## config.mk

```make
export PLATFORM = sky130hd
export DESIGN_NAME = dec_scan_seq
export DESIGN_NICKNAME = d
export VERILOG_FILES = /design/src/rtl/dec_scan_seq.sv
export SDC_FILE = /design/constraint.sdc
export NUM_CORES = 1
export LEC_CHECK = 0
export CAP_MARGIN = 20
export CORE_AREA = 2 2 51 53
export CTS_BUF_LIST = sky130_fd_sc_hd__clkbuf_4 sky130_fd_sc_hd__clkbuf_8
export DETAILED_ROUTE_END_ITERATION = 8
export DIE_AREA = 0 0 53 55
export SETUP_SLACK_MARGIN = 0.2
export SYNTH_ARGS = -nofsm -noshare
export SYNTH_HDL_FRONTEND = slang
export SYNTH_SLANG_ARGS = --single-unit
```

## constraint.sdc

```tcl
create_clock -name clk -period 1.3 [get_ports clk]
set_input_delay 0.26 -clock clk [delete_from_list [all_inputs] [get_ports clk]]
set_output_delay 0.26 -clock clk [all_outputs]
set_load 0.005 [all_outputs]
```

## src/rtl/dec_scan_seq.sv

```systemverilog
// dec_scan_seq: registered sequencer driving the enable/select inputs (e, x1, x0)
// of a 2-to-4 decoder. On start it walks the four select codes (ascending or
// descending), holding each for DWELL cycles, for PASSES sweeps, then pulses done.
// Ports: clk, rst_n (async active-low), start, stop, dir -> e, x1, x0, busy, done.
// Optional: define DEC_SCAN_GAP_EN to insert a 1-cycle e=0 gap between codes.
module dec_scan_seq #(
  parameter int DWELL  = 4,
  parameter int PASSES = 1
) (
  input  logic clk,
  input  logic rst_n,
  input  logic start,
  input  logic stop,
  input  logic dir,
  output logic e,
  output logic x1,
  output logic x0,
  output logic busy,
  output logic done
);

  localparam int DW_W = (DWELL > 1) ? $clog2(DWELL) : 1;
  localparam int PS_W = (PASSES > 1) ? $clog2(PASSES) : 1;
  localparam logic [DW_W-1:0] DW_LAST = DW_W'(DWELL - 1);
  localparam logic [PS_W-1:0] PS_LAST = PS_W'(PASSES - 1);

  typedef enum logic [1:0] {
    IDLE,
    SCAN,
`ifdef DEC_SCAN_GAP_EN
    GAP,
`endif
    DONE
  } state_t;

  state_t          state_q, state_d;
  logic [1:0]      code_q, code_d;
  logic            dir_q, dir_d;
  logic [DW_W-1:0] dwell_q, dwell_d;
  logic [PS_W-1:0] pass_q, pass_d;
  logic            e_q, e_d;
  logic            busy_q, busy_d;
  logic            done_q, done_d;
  logic            last_code;

  always_comb begin
    state_d   = state_q;
    code_d    = code_q;
    dir_d     = dir_q;
    dwell_d   = dwell_q;
    pass_d    = pass_q;
    last_code = dir_q ? (code_q == 2'b00) : (code_q == 2'b11);

    case (state_q)
      IDLE: begin
        if (start && !stop) begin
          state_d = SCAN;
          dir_d   = dir;
          code_d  = dir ? 2'b11 : 2'b00;
          dwell_d = '0;
          pass_d  = '0;
        end
      end
      SCAN: begin
        if (stop) begin
          state_d = IDLE;
          code_d  = '0;
        end else if (dwell_q == DW_LAST) begin
          if (last_code && (pass_q == PS_LAST)) begin
            state_d = DONE;
          end else begin
            code_d  = dir_q ? (code_q - 2'd1) : (code_q + 2'd1);
            dwell_d = '0;
            if (last_code) begin
              pass_d = pass_q + PS_W'(1);
            end
`ifdef DEC_SCAN_GAP_EN
            state_d = GAP;
`endif
          end
        end else begin
          dwell_d = dwell_q + DW_W'(1);
        end
      end
`ifdef DEC_SCAN_GAP_EN
      GAP: begin
        dwell_d = '0;
        if (stop) begin
          state_d = IDLE;
          code_d  = '0;
        end else begin
          state_d = SCAN;
        end
      end
`endif
      DONE: begin
        state_d = IDLE;
        code_d  = '0;
      end
      default: begin
        state_d = IDLE;
        code_d  = '0;
      end
    endcase

    // Outputs are decoded from the next state so they come straight off flops.
    e_d    = (state_d == SCAN);
    busy_d = (state_d != IDLE);
    done_d = (state_d == DONE);
  end

  always_ff @(posedge clk or negedge rst_n) begin
    if (!rst_n) begin
      state_q <= IDLE;
      code_q  <= '0;
      dir_q   <= 1'b0;
      dwell_q <= '0;
      pass_q  <= '0;
      e_q     <= 1'b0;
      busy_q  <= 1'b0;
      done_q  <= 1'b0;
    end else begin
      state_q <= state_d;
      code_q  <= code_d;
      dir_q   <= dir_d;
      dwell_q <= dwell_d;
      pass_q  <= pass_d;
      e_q     <= e_d;
      busy_q  <= busy_d;
      done_q  <= done_d;
    end
  end

  assign e    = e_q;
  assign x1   = code_q[1];
  assign x0   = code_q[0];
  assign busy = busy_q;
  assign done = done_q;

endmodule

```

==> Yosys cells after proc, flatten, opt, wreduce, memory -nomap -nowiden <==
Index checks and enable logic that the tools add are counted.
{ "totals": {"regBits": 11, "memories": 0, "mem_bits_rw": 0, "romBits": 0, "word_cells": 61, "inputBits": 5, "latchBits": 0} }
{ "classes": {"muxes": 24, "bitwise_logic": 1, "shift": 0, "magnitude_cmp": 0, "add_sub_neg": 4, "n_div": 0, "reduce_logical": 11, "n_mul": 0, "eq_ne": 13} }
{ "ops": {"columns": ["cell", "n"], "rows": [
  ["2-bit two-way mux", 14],
  ["2-bit case mux with 2 select lines", 3],
  ["2-bit inequality test, second input constant", 5],
  ["3-bit inequality test, second input constant", 3],
  ["2-bit == test, second input constant", 3],
  ["1-bit two-way mux", 6],
  ["6-bit AND reduction", 1],
  ["2-bit by 1-bit adder with 2-bit output, second input constant", 2],
  ["2-bit by 1-bit == test with 1-bit output, second input constant", 2],
  ["2-bit logical NOT", 2],
  ["4-bit AND reduction", 1],
  ["2-bit nonzero test", 2],
  ["3-bit AND reduction", 1],
  ["1-bit logical AND", 2],
  ["1-bit case mux with 2 select lines", 1],
  ["2-bit AND reduction", 1],
  ["2-bit by 1-bit subtractor with 2-bit output, second input constant", 1],
  ["1-bit adder, second input constant", 1],
  ["1-bit logical NOT", 1],
  ["1-bit inverter", 1]
]} }

==> Longest topological paths before layout <==
{ "logic_depth": {"ltp_word": 8, "ltp_mapped": 5, "depth_no_buf": 5} }

==> Least setup slack after synthesis <==
Ideal clock, no wire load.
{ "synth_timing": {"path_type": "flip-flop to flip-flop", "from": "register code_q[0]", "to": "register dwell_q[0]", "path_stages_with_launch": 6, "arrival_ns": 1.237, "n_path_buf": 1, "setup_slack_ns": -0.011, "path_cell_list": "dfrtp_1 -> buf_6 -> nor4b_4 -> o21ai_2 -> o21ba_4 -> o21ai_2"} }
{ "synth_between": {"elab_chain_len": 5, "word_cells_on_any_way": 6} }
{ "synth_lines": {"columns": ["element", "line_no", "source"], "rows": [
  ["from (decl)", "37", "logic [1:0] code_q, code_d;"],
  ["from (signal assigned)", "124", "code_q <= code_d;"],
  ["2-bit == test / 2-bit logical NOT (equally long branches)", "52", "last_code = dir_q ? (code_q == 2'b00) : (code_q == 2'b11);"],
  ["1-bit two-way mux (*)", "52", null],
  ["1-bit logical AND (*)", "69", "if (last_code && (pass_q == PS_LAST)) begin"],
  ["3-bit inequality test (no line) (*)", null, null],
  ["4-bit AND reduction (no line) (*)", null, null],
  ["to (signal assigned)", "126", "dwell_q <= dwell_d;"],
  ["to (decl)", "39", "logic [DW_W-1:0] dwell_q, dwell_d;"]
]} }
Every way passes the cells marked *; elsewhere a longest branch is shown, timed or not.
A chain may end at the register's enable or synchronous reset.

==> Worst setup path after layout <==
{ "layout_timing": {"from": "register code_q[1]", "to": "output x1"} }
{ "layout_lines": {"columns": ["element", "line_no", "source"], "rows": [
  ["to (decl)", "16", "output logic x1,"]
]} }
No word-level cell between the ends.

==> metrics.txt <==
Synth area leaders=dfrtp_1, nor4b_4, nand2_1; vias=between 500 and 600; clock-pin transition on the worst setup and hold timing paths=~80 ps; vias in the first global route=between 600 and 700; syn nets=65; residual DRC count=0; Layout Utilization=between 40% and 50%; CORE AREA=between 0.002 and 0.0025 mm²; First-pass DRT Iterations=4; share of layout cells above drive strength 1=54.8%; H-tree level count=1; Total Wirelength=roughly 1500 µm; Die Width=approximately 53 µm; Largest stage delay, worst path=approximately 420 ps; Die H=between 50 and 60 µm; register area share after synthesis=between 40% and 50%; yosys warns=0; nets=100; final hold violation count=0; Setup Viol. Count Final=7; first-pass GRT wire length=2650 µm; worst-path cell chain=buf_4 > buf_6 > buf_6 > buf_6; Synth top area share=between 40% and 50%; Antenna Diode Count=0; largest net degree at the start of global routing=12; die area=0.00292 mm²; worst-path maximum fanout=2; Routed Antenna Nets=0; met1 usage=between 10% and 20%; GRT Overall Usage=about an eighth; worst hold path type=input port to async pin; worst slew pin tran=between 200 and 300 ps; count of different cell masters after synthesis=27; Initial Utilization=~25%; Slew Limit Fails=0; VDD IR-drop max=about 0.64 mV; cell family with most CP delay=buffers and inverters; Site Rows=18; Pleak=between 0.4 and 0.5 nW; most used cell, CP=buf_6; Seq cells post-synth=11; clk_skew=7.51 ps; Inserted Clock Buffers=3; Slew Limit Headroom=between 80 and 90%; leading area contributor after synthesis=dfrtp_1; CTS sink count=11; Max-Cap Viols=0; post-route minimum period=about 1400 ps; met3 Use GR=under 10%; Post-Layout Cell Count=between 100 and 150; CP bufs+invs=4; Max Clk Rate=between 0.7 and 0.8 GHz; routability cong.=approximately 0.79; failing checks=setup timing; status=finished with violations; critical path's slowest cell=dfrtp_2; Synth Instances=slightly below 60; final worst slack=-102 ps; CTS Hold Bufs=0; Design Area, Final=roughly 1000 µm²; Critical Path AT=around 1100 ps; HPWL Detailed=1030 µm; drt wl/cell=around 12 µm; vias per cell=around 4.7; Avg Inst Size Synth=10.0 µm²; root buf cell=clkbuf_4; area delta synth->final=69.1%; CP startpoint kind=register; Critical Path Stages=4; Fillers=between 200 and 250; IO Count=10; area of placed instances=a little over 800 µm²; FF-to-FF path depth=5; final period utilization=108%; GR met2 Demand/Resource=between 20% and 30%; DR iter-0 viols=2; RSZ-0062 raised after global routing=yes; grt total ovfl=0; Crit. End Element=output port; Worst EP required=1040 ps; maximum root-to-sink buffer count=2; pwr dens=~1100 mW/mm²; mapped cell area=591 µm²; CTS tree=built; cell count after placement=around 110; initial antenna violation count=0; Top Usage Layer GRT=met2; crit path kind=register to output port; worst skew pair latency=between 200 and 300 ps; # port buffers=9
-- sequential cells by signal, summed over array words and instances, names as in the netlist --
signal / cells
busy: 1
code_q: 2
dir_q: 1
done: 1
dwell_q: 2
e: 1
pass_q: 1
state_q: 2
-- what timing repair did --
action | in CTS | in global routing
pin swaps | 9 | 7
hold endpoints to repair | 0 | 0
setup endpoints to repair | 16 | 13
buffers inserted | 9 | 2
gates resized for setup | 32 | 10
-- cell usage after synthesis --
| library cell | instances |
|---|---|
| o211ai_1 | 2 |
| nor2_1 | 4 |
| nand2b_1 | 1 |
| o21ba_4 | 1 |
| a41oi_1 | 1 |
| o21ba_2 | 1 |
| and4bb_2 | 1 |
| o32ai_1 | 1 |
| nor2b_1 | 1 |
| nor4_1 | 2 |
| a21oi_1 | 3 |
| nand3_1 | 3 |
| o311ai_1 | 1 |
| a31oi_1 | 1 |
| buf_2 | 1 |
| inv_1 | 5 |
| nand4_1 | 1 |
| nor3_1 | 2 |
| a211oi_1 | 1 |
| dfrtp_1 | 11 |
| o21ai_2 | 2 |
| a311oi_1 | 1 |
| ha_1 | 1 |
| nand2_1 | 6 |
| buf_6 | 1 |
| o21ai_0 | 3 |
| nor4b_4 | 1 |
-- path summary, 6_finish.rpt --
kind | to | from | slack, ps
max | x1 | code_q[1]$_DFFE_PN0P_ | -100
min | code_q[1]$_DFFE_PN0P_ | rst_n | 280
max reg2reg | dwell_q[0]$_DFFE_PN0P_ | code_q[1]$_DFFE_PN0P_ | -90
min reg2reg | dir_q$_DFFE_PN0P_ | dir_q$_DFFE_PN0P_ | 550
max in group asynchronous | code_q[1]$_DFFE_PN0P_ | rst_n | 860
min in group clk | dir_q$_DFFE_PN0P_ | dir_q$_DFFE_PN0P_ | 550
-- stage by stage --
stage | setup TNS, ps | worst slack [ps] | hold WS [ps] | power [W]
after global routing | -813 | -155 | 296 | 0.00114
after floorplan | 0 | 43.0 | -35.6 | 0.000586
after global placement | -668 | -138 | 525 | 0.000698
after CTS | -229 | -64.4 | 292 | 0.00103
final | -411 | -102 | 277 | 0.00108
after detailed placement | -999 | -189 | 519 | 0.000704
-- routing by layer --
metal / vias up / wire length, µm
met3: 3 / 64
met1: 279 / 636
met2: 16 / 792
met5: - / 0
li1: 284 / -
met4: 0 / 29
-- kinds of logic (layout without fill, tap and decap cells) --
kind of cell,after synthesis,in the layout,share of synthesized area (%)
AND/OR/NAND/NOR,22,22,22.0
AO/OA/AOI/OAI,18,18,23.3
flip-flops,11,11,46.6
buffers and inverters,7,41,5.93
adder cells (fa/ha/maj),1,1,2.12
-- worst register-to-register path: cells and delay by family, from the launching register on --
family / cells / cell delay, ps
AND/OR/NAND/NOR: 1 / 320
buffers and inverters: 1 / 130
flip-flops: 1 / 420
AO/OA/AOI/OAI: 3 / 450
-- where the power goes --
| group | internal, W | switching (W) |
|---|---|---|
| registers | 0.000380 | 0.0000378 |
| logic | 0.000236 | 0.000178 |
| clock network | 0.000115 | 0.000129 |
-- area by class of cell --
class	count	area [µm²]	share of cell area, %
Timing Repair Buffer	32	280	28.1
Inverter	5	18.8	1.88
Clock inverter	1	5.00	0.501
Multi-Input combinational cell	41	358	35.8
Clock buffer	3	22.5	2.26
Tap cell	30	37.5	3.76
Sequential cell	11	277	27.7
-- placed cells by master, fill, tap and decap left out, types with 2 or more instances in the layout --
master            n
o211ai_1          2
buf_6            10
dfrtp_1          10
buf_2             2
clkdlybuf4s50_1   4
a21oi_1           2
nand2_1           5
inv_1             4
nor2_1            3
o21ai_2           2
buf_4            15
clkbuf_4          3
nand3_1           2
(Power assumes the default switching activity.)
